===== config.mk =====
export PLATFORM = sky130hd
export DESIGN_NAME = mips32_dbg_loader
export DESIGN_NICKNAME = d
export VERILOG_FILES = /design/src/rtl/mips32_dbg_loader.sv
export SDC_FILE = /design/constraint.sdc
export NUM_CORES = 1
export LEC_CHECK = 0
export CAP_MARGIN = 20
export CELL_PAD_IN_SITES_DETAIL_PLACEMENT = 1
export CELL_PAD_IN_SITES_GLOBAL_PLACEMENT = 1
export CORE_ASPECT_RATIO = 1.2
export CORE_UTILIZATION = 32
export DETAILED_ROUTE_END_ITERATION = 6
export PLACE_DENSITY_LB_ADDON = 0.1
export SLEW_MARGIN = 20
export SYNTH_ARGS = -nofsm -noshare
export SYNTH_HDL_FRONTEND = slang
export SYNTH_SLANG_ARGS = --single-unit

===== constraint.sdc =====
create_clock -name clk1 -period 5.8 [get_ports clk1]
set_clock_uncertainty 0.15 [all_clocks]
set_input_delay 0.58 -clock clk1 [delete_from_list [all_inputs] [get_ports clk1]]
set_output_delay 0.58 -clock clk1 [all_outputs]
set_load 0.02 [all_outputs]

===== src/rtl/mips32_dbg_loader.sv =====
// mips32_dbg_loader: host-side debug/load port for the pipelined MIPS32 core.
// Accepts host commands (MEMWR, REGRD, RUN, DUMP) over a valid/ready stream and
// turns them into memory writes, register reads and run control on the core.
// Optional feature macro: DBG_CHECKSUM_EN appends an XOR checksum word to DUMP.
//
// Handshake: a word moves on any rising clk1 edge where valid and ready are
// both high. Once raised, valid and its payload stay stable until that edge.
module mips32_dbg_loader #(
  parameter int ADDR_W    = 10,
  parameter int NUM_REGS  = 32,
  parameter int RUN_PULSE = 2
) (
  input  logic              clk1,
  input  logic              rst,
  input  logic              cmd_valid,
  output logic              cmd_ready,
  input  logic [1:0]        cmd_op,
  input  logic [ADDR_W-1:0] cmd_addr,
  input  logic [31:0]       cmd_wdata,
  output logic              rsp_valid,
  input  logic              rsp_ready,
  output logic [31:0]       rsp_data,
  output logic              rsp_last,
  output logic              mem_we,
  output logic [ADDR_W-1:0] mem_addr,
  output logic [31:0]       mem_wdata,
  output logic [4:0]        reg_raddr,
  input  logic [31:0]       reg_rdata,
  output logic              core_init,
  input  logic              core_halted,
  output logic              busy,
  output logic [3:0]        dbg_state
);

  typedef enum logic [3:0] {
    S_IDLE, S_MEMWR, S_REGRD, S_RWAIT, S_RESP, S_RUN,
    S_DWAIT, S_DREAD, S_DRWAIT, S_DRESP
`ifdef DBG_CHECKSUM_EN
    , S_DCSUM
`endif
  } state_e;

  localparam logic [4:0] LAST_IDX = 5'(NUM_REGS - 1);
  localparam int RUN_CNT_W = (RUN_PULSE > 1) ? $clog2(RUN_PULSE) : 1;
  localparam logic [RUN_CNT_W-1:0] RUN_LAST = RUN_CNT_W'(RUN_PULSE - 1);

  state_e              state_q, state_d;
  logic                cmd_ready_q, cmd_ready_d;
  logic                rsp_valid_q, rsp_valid_d;
  logic [31:0]         rsp_data_q, rsp_data_d;
  logic                rsp_last_q, rsp_last_d;
  logic                mem_we_q, mem_we_d;
  logic [ADDR_W-1:0]   mem_addr_q, mem_addr_d;
  logic [31:0]         mem_wdata_q, mem_wdata_d;
  logic [4:0]          reg_raddr_q, reg_raddr_d;
  logic                core_init_q, core_init_d;
  logic                busy_q, busy_d;
  logic [4:0]          idx_q, idx_d;
  logic [RUN_CNT_W-1:0] run_cnt_q, run_cnt_d;
`ifdef DBG_CHECKSUM_EN
  logic [31:0]         csum_q, csum_d;
`endif

  logic cmd_accept;
  logic rsp_fire;

  assign cmd_accept = cmd_valid & cmd_ready_q;
  assign rsp_fire   = rsp_valid_q & rsp_ready;

  // Next-state logic; every registered output is derived from the next state.
  always_comb begin
    state_d     = state_q;
    rsp_data_d  = rsp_data_q;
    mem_addr_d  = mem_addr_q;
    mem_wdata_d = mem_wdata_q;
    reg_raddr_d = reg_raddr_q;
    idx_d       = idx_q;
    run_cnt_d   = run_cnt_q;
`ifdef DBG_CHECKSUM_EN
    csum_d      = csum_q;
`endif
    case (state_q)
      S_IDLE: begin
        if (cmd_accept) begin
          case (cmd_op)
            2'b00: begin
              state_d     = S_MEMWR;
              mem_addr_d  = cmd_addr;
              mem_wdata_d = cmd_wdata;
            end
            2'b01: begin
              state_d     = S_REGRD;
              reg_raddr_d = cmd_addr[4:0];
            end
            2'b10: begin
              state_d   = S_RUN;
              run_cnt_d = '0;
            end
            default: begin
              state_d = S_DWAIT;
              idx_d   = '0;
`ifdef DBG_CHECKSUM_EN
              csum_d  = '0;
`endif
            end
          endcase
        end
      end
      S_MEMWR: state_d = S_IDLE;
      S_REGRD: state_d = S_RWAIT;
      S_RWAIT: begin
        state_d    = S_RESP;
        rsp_data_d = reg_rdata;
      end
      S_RESP: if (rsp_fire) state_d = S_IDLE;
      S_RUN: begin
        if (run_cnt_q == RUN_LAST) state_d = S_IDLE;
        else                       run_cnt_d = run_cnt_q + 1'b1;
      end
      S_DWAIT: begin
        if (core_halted) begin
          state_d     = S_DREAD;
          reg_raddr_d = idx_q;
        end
      end
      S_DREAD: state_d = S_DRWAIT;
      S_DRWAIT: begin
        state_d    = S_DRESP;
        rsp_data_d = reg_rdata;
`ifdef DBG_CHECKSUM_EN
        csum_d     = csum_q ^ reg_rdata;
`endif
      end
      S_DRESP: begin
        // Index only advances on handshake, so a stalled host never loses a word.
        if (rsp_fire) begin
          if (idx_q == LAST_IDX) begin
`ifdef DBG_CHECKSUM_EN
            state_d    = S_DCSUM;
            rsp_data_d = csum_q;
`else
            state_d    = S_IDLE;
`endif
          end else begin
            state_d     = S_DREAD;
            idx_d       = idx_q + 5'd1;
            reg_raddr_d = idx_q + 5'd1;
          end
        end
      end
`ifdef DBG_CHECKSUM_EN
      S_DCSUM: if (rsp_fire) state_d = S_IDLE;
`endif
      default: state_d = S_IDLE;
    endcase

    cmd_ready_d = (state_d == S_IDLE);
    busy_d      = (state_d != S_IDLE);
    mem_we_d    = (state_d == S_MEMWR);
    core_init_d = (state_d == S_RUN);
    rsp_valid_d = (state_d == S_RESP) || (state_d == S_DRESP);
    rsp_last_d  = (state_d == S_RESP);
`ifdef DBG_CHECKSUM_EN
    if (state_d == S_DCSUM) begin
      rsp_valid_d = 1'b1;
      rsp_last_d  = 1'b1;
    end
`else
    if (state_d == S_DRESP && idx_d == LAST_IDX) rsp_last_d = 1'b1;
`endif
  end

  // State and output registers with synchronous reset; reset drops any burst.
  always_ff @(posedge clk1) begin
    if (rst) begin
      state_q     <= S_IDLE;
      cmd_ready_q <= 1'b0;
      rsp_valid_q <= 1'b0;
      rsp_data_q  <= '0;
      rsp_last_q  <= 1'b0;
      mem_we_q    <= 1'b0;
      mem_addr_q  <= '0;
      mem_wdata_q <= '0;
      reg_raddr_q <= '0;
      core_init_q <= 1'b0;
      busy_q      <= 1'b0;
      idx_q       <= '0;
      run_cnt_q   <= '0;
`ifdef DBG_CHECKSUM_EN
      csum_q      <= '0;
`endif
    end else begin
      state_q     <= state_d;
      cmd_ready_q <= cmd_ready_d;
      rsp_valid_q <= rsp_valid_d;
      rsp_data_q  <= rsp_data_d;
      rsp_last_q  <= rsp_last_d;
      mem_we_q    <= mem_we_d;
      mem_addr_q  <= mem_addr_d;
      mem_wdata_q <= mem_wdata_d;
      reg_raddr_q <= reg_raddr_d;
      core_init_q <= core_init_d;
      busy_q      <= busy_d;
      idx_q       <= idx_d;
      run_cnt_q   <= run_cnt_d;
`ifdef DBG_CHECKSUM_EN
      csum_q      <= csum_d;
`endif
    end
  end

  assign cmd_ready = cmd_ready_q;
  assign rsp_valid = rsp_valid_q;
  assign rsp_data  = rsp_data_q;
  assign rsp_last  = rsp_last_q;
  assign mem_we    = mem_we_q;
  assign mem_addr  = mem_addr_q;
  assign mem_wdata = mem_wdata_q;
  assign reg_raddr = reg_raddr_q;
  assign core_init = core_init_q;
  assign busy      = busy_q;
  assign dbg_state = state_q;

endmodule


==> results.md, run 1 <==
- Dpl cells: 738
- Wire length on met3: 1.08 mm
- Cts hold-fix bufs: 0
- Seq/Total Area, Yosys: 0.496
- Setup Buffers After CTS: 0
- Power Density: 250 nW/um^2
- RePlAce Congestion: 0.842
- Clock power share: 0.410
- Met1 WL: 4.79 mm
- Die area: 12,400 sq um
- Die width: 102 um
- H-Tree Depth: 3
- DP HPWL: 8.23 mm
- Synth Cell Area: 3830 sq um
- Number of synthesis warnings: 0
- CTS buffer count: 9
- CP Capture Type: register
- Worst Path Arrival: 2880 ps
- Switching Share: 0.244
- Main combinational cell family by area after synthesis: simple AND/OR/NAND/NOR gates
- CTS tree: built
- Worst setup margin: 3040 ps
- Number of synthesized flops with an enable pin: 0
- GRT Resource Usage Total: 0.195
- Sw Pwr: 363 uW
- Core area: 11,600 sq um
- Setup tns final: 0 ps
- Skew-Pair Late Insertion Delay: 340 ps
- Cts repair resizes: 0
- Diodes inserted: 0
- Final setup fails: 0
- Slew HR: 0.525
- Post-Synth Simple-Gate Area: 0.242
- P_int: 1.12 mW
- Largest net degree at the start of global routing: 55
- Worst Hold Class: reg -> reg
- Logic pwr share: 0.129
- Xor/xnor cell area share of the yosys netlist: 0
- Fin cells: 754
- CTS Sinks: 95
- DRT iter0 DRCs: 98
- Area grow syn2layout: 54.5%
- Top routing layer used: met4
- Prevailing post-synth register cell: dfxtp_1
- Startpoint types: register
- DR WL met2: 5.59 mm
- Kind of critical path: reg -> reg
- Gate count after technology mapping: 437
- Actual slew at the worst max-slew pin: 712 ps
- Routed vias/inst: 4.82
- Vias in the first global route: 3,890
- First-pass GRT wire length: 18.7 mm
- Synth unique cells: 45
- Reg power frac: 0.461
- Outcome: completed
- Routed Antenna Nets: 0
- Worst slack, placed: 3090 ps
- Post-synthesis adder-cell area fraction: 0.00979
- Final hold violation count: 0
- Buffers from clock root to sink, at most: 2
- CP Data Required Time: 5910 ps
- DP Area: 5620 sq um
- Cell taking the most area after synthesis: dfxtp_1
- Compound-Gate Fraction of Synth Area: 0.125
- CP max FO: 7
- Final Critical Period: 2760 ps
- Post-Syn Nets: 521
- Via count: 3,637
- Clock Tree Root: clkbuf_16
- IO Port Bufs: 169
- Fillcell total: 1,398
- Avg Synthesized Cell Area: 8.77 sq um
- Max cap viols: 0
- Io pins: 170
- WL final: 11.6 mm
- FMAX: 362 MHz
- Area contributors post-synth: dfxtp_1 (50%), nand2_1 (9.5%), mux2i_1 (8.4%)
- Yosys reg bits: 95
- Die height: 122 um
- Wire per inst: 15.4 um
- Residual DRC: 0
- Final slew viol count: 0
- Peak VDD IR: 0.000140 V
- Top cell type's share of synthesized area: 0.496
- Grt total ovfl: 0
- Final period util: 0.477
- Finished Cell Area: 5920 sq um
- Post-synthesis mux area share: 0.0836
- First drt pass iteration count: 4
- CTS clock-pin slew for the worst setup and hold paths: 70 ps
- Nets@finish: 676
- Share of layout cells above drive strength 1: 0.0586
- Ys async rst share: 0
- Row cnt: 43
- Initial antenna violation count: 0
- Synth cell count leaders: nand2_1 (97), dfxtp_1 (95), a21oi_1 (54)
- Static leakage: 2.00 nW
- Layout Utilization: 0.510
- Initial core utilization: 0.330
- Most frequent cell after synthesis: nand2_1
- Setup repair after global routing missed its margin: no
## layout make-up
class / instances / area (sq um) / share of cell area
clock buffers: 10 / 239 / 0.0403
clock inverters: 6 / 66.3 / 0.0112
inverters: 3 / 11.3 / 0.00190
multi-input cells: 310 / 1780 / 0.301
flip-flops and latches: 95 / 1900 / 0.321
well taps: 157 / 196 / 0.0332
repair buffers: 173 / 1730 / 0.292
## metrics by stage
stage	hold WS, ps	power, mW
floorplan	306	0.785
global placement	291	0.887
detailed placement	298	0.891
CTS	307	1.51
global route	323	1.55
finish	304	1.48
## power by group through the flow
stage,registers (mW),clock network [mW],logic (mW)
after floorplan,0.715,0,0.0704
after global placement,0.698,0,0.189
after detailed placement,0.700,0,0.192
after CTS,0.685,0.632,0.193
after global routing,0.687,0.660,0.207
final,0.684,0.609,0.191
## worst paths after layout
| check | from | endpoint | slack [ps] | cells past startpoint |
|---|---|---|---|---|
| setup reg to reg | idx_q[0]$_SDFF_PP0_ | rsp_last$_SDFF_PP0_ | 3040 | 8 |
| hold reg to reg | mem_addr[7]$_SDFFE_PP0P_ | mem_addr[7]$_SDFFE_PP0P_ | 300 | 2 |
| setup / recovery | idx_q[0]$_SDFF_PP0_ | rsp_last$_SDFF_PP0_ | 3040 | 8 |
| hold / removal | mem_addr[7]$_SDFFE_PP0P_ | mem_addr[7]$_SDFFE_PP0P_ | 300 | 2 |
## placed cells by master, fill, tap and decap left out, types with 4 or more instances in the layout
cell type	netlist	final
and3_1	6	6
clkdlybuf4s50_1	0	168
nor2b_1	5	5
a311oi_1	4	4
nand2_1	97	97
nor2_1	53	52
dfxtp_1	95	95
mux2i_1	32	32
nand3_1	5	5
o21ai_0	4	4
clkbuf_16	0	9
a21oi_1	54	54
## layer usage
| layer | GRT usage | vias up |
|---|---|---|
| li1 | - | 1802 |
| met1 | 0.214 | 1703 |
| met2 | 0.334 | 120 |
| met3 | 0.0849 | 12 |
| met4 | 0.0634 | 0 |
| met5 | 0 | - |
## sequential cells by signal, summed over array words and instances, names as in the netlist, 4 cells and up
| signal | cells |
|---|---|
| dbg_state | 4 |
| idx_q | 5 |
| mem_addr | 10 |
| mem_wdata | 32 |
| reg_raddr | 5 |
| rsp_data | 32 |
## critical path, cell delays in order (launching register included)
cell and delay [ps]:
dfxtp_1 440, ha_1 280, and3_1 210, ha_1 200
and3b_1 270, a22oi_2 230, o221a_2 260, or4b_1 470
a211oi_2 180
## kinds of logic after synthesis
logic type / Yosys count
simple gates: 195
mux: 32
flops: 95
fa+ha+maj: 3
buf+inv: 32
compound gates: 80
No activity file was read; power rests on OpenSTA's default activity.
==> run 2, diff against run 1 <==
- CORE_UTILIZATION: 32 -> 27
- clock period: 5.8 -> 2.25 ns (I/O delays scaled with it)
==> results.md, run 2 (same netlist as run 1, synthesis figures left out) <==
- WHS: 187 ps
- Startpoint types: register
- Setup repair after global routing missed its margin: yes
- Clock power share: 0.388
- Clock Tree Root: clkbuf_16
- IO Port Bufs: 169
- Sw Pwr: 947 uW
- CTS clock-pin slew for the worst setup and hold paths: 70 ps
- WHS Endpoint: idx_q[4]$_SDFF_PP0_
- Kind of critical path: reg -> reg
- Worst Path Arrival: 2420 ps
- Core area: 13,800 sq um
- Final Critical Period: 2300 ps
- Max cap viols: 0
- Routed Antenna Nets: 0
- WL final: 12.3 mm
- Io pins: 170
- FF-to-FF setup slack: -50 ps
- Buffers from clock root to sink, at most: 2
- Cell family with most CP delay: simple AND/OR/NAND/NOR gates
- Worst Hold Class: in -> reg
- Worst Reg-to-Reg Cells: 8
- Die area: 14,700 sq um
- Reg2Reg Capture Point: rsp_last$_SDFF_PP0_
- Share of layout cells above drive strength 1: 0.109
- GRT Resource Usage Total: 0.170
- Final slew viol count: 0
- Row cnt: 47
- Routed vias/inst: 4.70
- Skew-Pair Late Insertion Delay: 340 ps
- Static leakage: 2.13 nW
- CP peak stage delay: 460 ps
- CTS Sinks: 95
- Outcome: finished, violations left
- CTS tree: built
- CP max FO: 2
- First-pass GRT wire length: 20.0 mm
- Buf/Inv on CP: 0
- Die width: 111 um
- HP Start: rst
- Finished Cell Area: 6210 sq um
- Total power: 3.76 mW
- Initial antenna violation count: 0
- Most used cell, CP: ha_4
- Final hold violation count: 0
- Vias in the first global route: 4,007
- Slowest CP cell: or4b_4
- DP Area: 5890 sq um
- DRT iter0 DRCs: 119
- Wire per inst: 15.5 um
- CP Capture Type: register
- Diodes inserted: 0
- Fillcell total: 1,643
- Worst slack, placed: -103 ps
- Most common cell after layout, fill and taps aside: clkdlybuf4s50_1
- Largest net degree at the start of global routing: 57
- Initial core utilization: 0.277
- Reg power frac: 0.468
- H-Tree Depth: 3
- Final period util: 1.02
- DP HPWL: 8.79 mm
- Grt total ovfl: 0
- Switching Share: 0.252
- Actual slew at the worst max-slew pin: 467 ps
- Most frequent cells in the layout: clkdlybuf4s50_1 (168), nand2_1 (97), dfxtp_1 (93)
- Nets@finish: 702
- Area grow syn2layout: 61.9%
- First drt pass iteration count: 4
- Residual DRC: 0
- RR Startpoint: idx_q[1]$_SDFF_PP0_
- Hold path depth: 2
- Violated checks: setup timing
- CP Data Required Time: 2370 ps
- Logic pwr share: 0.145
- Slew HR: 0.689
- Crit path cell chain: ha_4 -> and3_4 -> ha_4 -> and3b_2 -> a22oi_2 -> o221a_2 -> or4b_4 -> a211oi_2
- FMAX: 435 MHz
- RePlAce Congestion: 0.773
- Final setup fails: 1
- P_int: 2.81 mW
- Worst setup margin: -51.0 ps
- CTS buffer count: 9
- Power Density: 605 nW/um^2
- Via count: 3,730
- Die height: 133 um
- Peak VDD IR: 0.000263 V
==> run 2: cell types whose count changed in the layout (fill, tap and decap cells not counted), sizes merged <==
cell | before | now
clkinv | 3 | 2
clkinvlp | 0 | 1
inv | 5 | 4
clkbuf | 10 | 12
buf | 5 | 31
bufinv | 1 | 0
==> run 2: area by class of cell <==
| type | instances | area, sq um | area share |
|---|---|---|---|
| clock buffer | 12 | 246 | 0.0397 |
| clock inverter | 4 | 30.0 | 0.00484 |
| inverter | 3 | 11.3 | 0.00181 |
| multi-input combinational | 310 | 1830 | 0.294 |
| sequential | 95 | 1910 | 0.308 |
| tap | 171 | 214 | 0.0345 |
| timing repair buffer | 199 | 1970 | 0.317 |
==> run 2: power groups by stage <==
stage	sequential, mW	combinational (mW)	clock, mW
after floorplan	1.84	0.181	0
after global placement	1.79	0.530	0
after detailed placement	1.80	0.538	0
after CTS	1.76	0.545	1.52
after global routing	1.76	0.583	1.58
final	1.76	0.543	1.46
==> run 2: what timing repair did <==
| action | 4_1_cts | 5_1_grt |
|---|---|---|
| buffers inserted | 2 | 0 |
| pin swaps | 2 | 7 |
| setup endpoints to repair | 1 | 7 |
| gates resized for setup | 2 | 4 |
| hold buffers | 0 | 0 |
| gates cloned | 0 | 1 |
| hold endpoints to repair | 0 | 0 |
==> run 2: worst max-delay path by stage <==
stage                                to  cells after the start           startpoint  slack, ps
finish              rsp_last$_SDFF_PP0_                      8  idx_q[1]$_SDFF_PP0_        -50
floorplan           rsp_last$_SDFF_PP0_                      9  idx_q[0]$_SDFF_PP0_       -120
detailed placement  rsp_last$_SDFF_PP0_                      8  idx_q[1]$_SDFF_PP0_       -100
global placement    rsp_last$_SDFF_PP0_                      8  idx_q[1]$_SDFF_PP0_        -20
global route        rsp_last$_SDFF_PP0_                      8  idx_q[1]$_SDFF_PP0_        -90
CTS                 rsp_last$_SDFF_PP0_                      8  idx_q[1]$_SDFF_PP0_        -80
==> run 2: metal layers <==
metal | GRT usage | vias up | wire length [um]
met5 | 0 | - | 0
met4 | 0.0563 | 0 | 159
met3 | 0.0683 | 12 | 976
met2 | 0.296 | 111 | 6110
met1 | 0.188 | 1757 | 5030
li1 | - | 1850 | -
==> run 2: per-stage QoR <==
stage | instances | util | TNS (ps)
after floorplan | 437 | - | -121
after CTS | 793 | 0.447 | -77.1
after global routing | 794 | 0.449 | -187
after detailed placement | 775 | 0.426 | -103
final | 794 | 0.449 | -51.0
after global placement | 775 | 0.426 | -23.2
==> run 3, diff against run 2 <==
- PLACE_DENSITY: default -> 0.83
- PLACE_DENSITY_LB_ADDON: 0.1 -> default
==> results.md, run 3 (same netlist as run 1, synthesis figures left out) <==
- Outcome: finished, violations left
- Violated checks: setup timing
- Die area: 14,700 sq um
- Nets@finish: 703
- Sw Pwr: 918 uW
- RePlAce Congestion: 0.837
- DRT iter0 DRCs: 132
- Dpl cells: 774
- Final hold violation count: 0
- Final slew viol count: 0
- Die width: 111 um
- Setup repair after global routing missed its margin: yes
- Hold path depth: 2
- Fillcell total: 1,604
- Most used cell, CP: ha_4
- CP max FO: 3
- M2 GR Usage: 0.317
- Most frequent cells in the layout: clkdlybuf4s50_1 (168), nand2_1 (97), dfxtp_1 (93)
- Static leakage: 2.13 nW
- Die height: 133 um
- DP HPWL: 9.26 mm
- Worst setup margin: -54.7 ps
- CTS clock-pin slew for the worst setup and hold paths: 60 ps
- Crit path cell chain: ha_4 -> and3_4 -> ha_4 -> and3b_2 -> a22oi_2 -> o221a_2 -> or4b_4 -> a211oi_2
- Final Critical Period: 2300 ps
- Reg2Reg Capture Point: rsp_last$_SDFF_PP0_
- P_int: 2.80 mW
- FF-to-FF setup slack: -50 ps
- CP peak stage delay: 460 ps
- Row cnt: 47
- Fin cells: 794
- Worst Reg-to-Reg Cells: 8
- GR Util met1: 0.174
- GRT Resource Usage Total: 0.170
- Io pins: 170
- CP Data Required Time: 2360 ps
- GRT met3 Usage: 0.0527
- Startpoint types: register
- Cts hold-fix bufs: 0
- Most common cell after layout, fill and taps aside: clkdlybuf4s50_1
- Slowest CP cell: or4b_4
- RR Startpoint: idx_q[0]$_SDFF_PP0_
- Global route hottest layer: met2
- Power Density: 598 nW/um^2
- IO Port Bufs: 169
- HP Start: rst
- Worst Hold Class: in -> reg
- Grt total ovfl: 0
- Share of layout cells above drive strength 1: 0.111
- Initial antenna violation count: 0
- Vias in the first global route: 4,152
- Initial core utilization: 0.277
- First drt pass iteration count: 4
- Final period util: 1.02
- Worst Path Arrival: 2420 ps
- CTS buffer count: 9
- WHS Endpoint: idx_q[4]$_SDFF_PP0_
- WHS: 276 ps
- Final setup fails: 1
- Logic pwr share: 0.149
- First-pass GRT wire length: 20.1 mm
- Buffers from clock root to sink, at most: 2
- Kind of critical path: reg -> reg
- DP Area: 5890 sq um
- Actual slew at the worst max-slew pin: 641 ps
- Switching Share: 0.247
- CP Capture Type: register
- Diodes inserted: 0
- Routed vias/inst: 4.83
- Reg power frac: 0.473
- Largest net degree at the start of global routing: 43
- Slew HR: 0.573
- Peak VDD IR: 0.000247 V
- Via count: 3,837
- Routed Antenna Nets: 0
- Cell family with most CP delay: simple AND/OR/NAND/NOR gates
- H-Tree Depth: 3
- Finished Cell Area: 6220 sq um
- Max cap viols: 0
- WL final: 12.6 mm
- Core area: 13,800 sq um
- CTS Sinks: 95
- Buf/Inv on CP: 0
- CTS tree: built
- Total power: 3.72 mW
- Wire per inst: 15.9 um
- Skew-Pair Late Insertion Delay: 340 ps
- Clock power share: 0.379
- Clock Tree Root: clkbuf_16
- Layout Utilization: 0.450
- FMAX: 434 MHz
- Residual DRC: 0
- Area grow syn2layout: 62.3%
==> run 3: routing by layer <==
layer / routed length (um) / share of wire
met1: 4820 / 0.38
met2: 6670 / 0.53
met3: 882 / 0.070
met4: 239 / 0.019
met5: 0 / 0
==> run 3: power by group through the flow <==
| stage | clock (mW) | combinational, mW | sequential (mW) |
|---|---|---|---|
| 2_1_floorplan | 0 | 0.181 | 1.84 |
| 3_3_place_gp | 0 | 0.526 | 1.79 |
| 3_5_place_dp | 0 | 0.540 | 1.80 |
| 4_1_cts | 1.48 | 0.553 | 1.76 |
| 5_1_grt | 1.54 | 0.593 | 1.76 |
| 6_report | 1.41 | 0.554 | 1.76 |
==> run 3: per-stage QoR <==
step	setup slack, ps	setup TNS (ps)
3_3_place_gp	-12.8	-12.8
5_1_grt	-149	-500
3_5_place_dp	-102	-102
6_report	-54.7	-54.7
4_1_cts	-71.8	-71.8
2_1_floorplan	-121	-121
==> run 3: final cells by class <==
| cell class | count | area, sq um | share of cell area |
|---|---|---|---|
| clock inverter | 3 | 18.8 | 0.00302 |
| timing repair buffer | 200 | 1990 | 0.320 |
| clock buffer | 12 | 246 | 0.0396 |
| inverter | 3 | 11.3 | 0.00181 |
| tap | 171 | 214 | 0.0344 |
| sequential | 95 | 1910 | 0.307 |
| multi-input combinational | 310 | 1830 | 0.295 |
==> run 3: how the worst max path moves through the flow <==
stage | start | to | slack, ps | depth (start not counted)
finish | idx_q[0]$_SDFF_PP0_ | rsp_last$_SDFF_PP0_ | -50 | 8
detailed placement | idx_q[1]$_SDFF_PP0_ | rsp_last$_SDFF_PP0_ | -100 | 8
CTS | idx_q[0]$_SDFF_PP0_ | rsp_last$_SDFF_PP0_ | -70 | 8
global route | idx_q[0]$_SDFF_PP0_ | rsp_last$_SDFF_PP0_ | -150 | 8
floorplan | idx_q[0]$_SDFF_PP0_ | rsp_last$_SDFF_PP0_ | -120 | 9
global placement | idx_q[1]$_SDFF_PP0_ | rsp_last$_SDFF_PP0_ | -10 | 8
==> run 3: what timing repair did <==
action                                  4_1_cts  5_1_grt
pin swaps                                     5        6
endpoints found under the setup margin        1       10
cloned                                        0        1
buffers inserted                              3        1
resized for setup                             3        5
==> run 3: worst register-to-register path, cell delays in order (launching register included) <==
cell and delay (ps):
dfxtp_4 360, ha_4 130, and3_4 190, ha_4 140
and3b_2 230, a22oi_2 180, o221a_2 210, or4b_4 460
a211oi_2 170
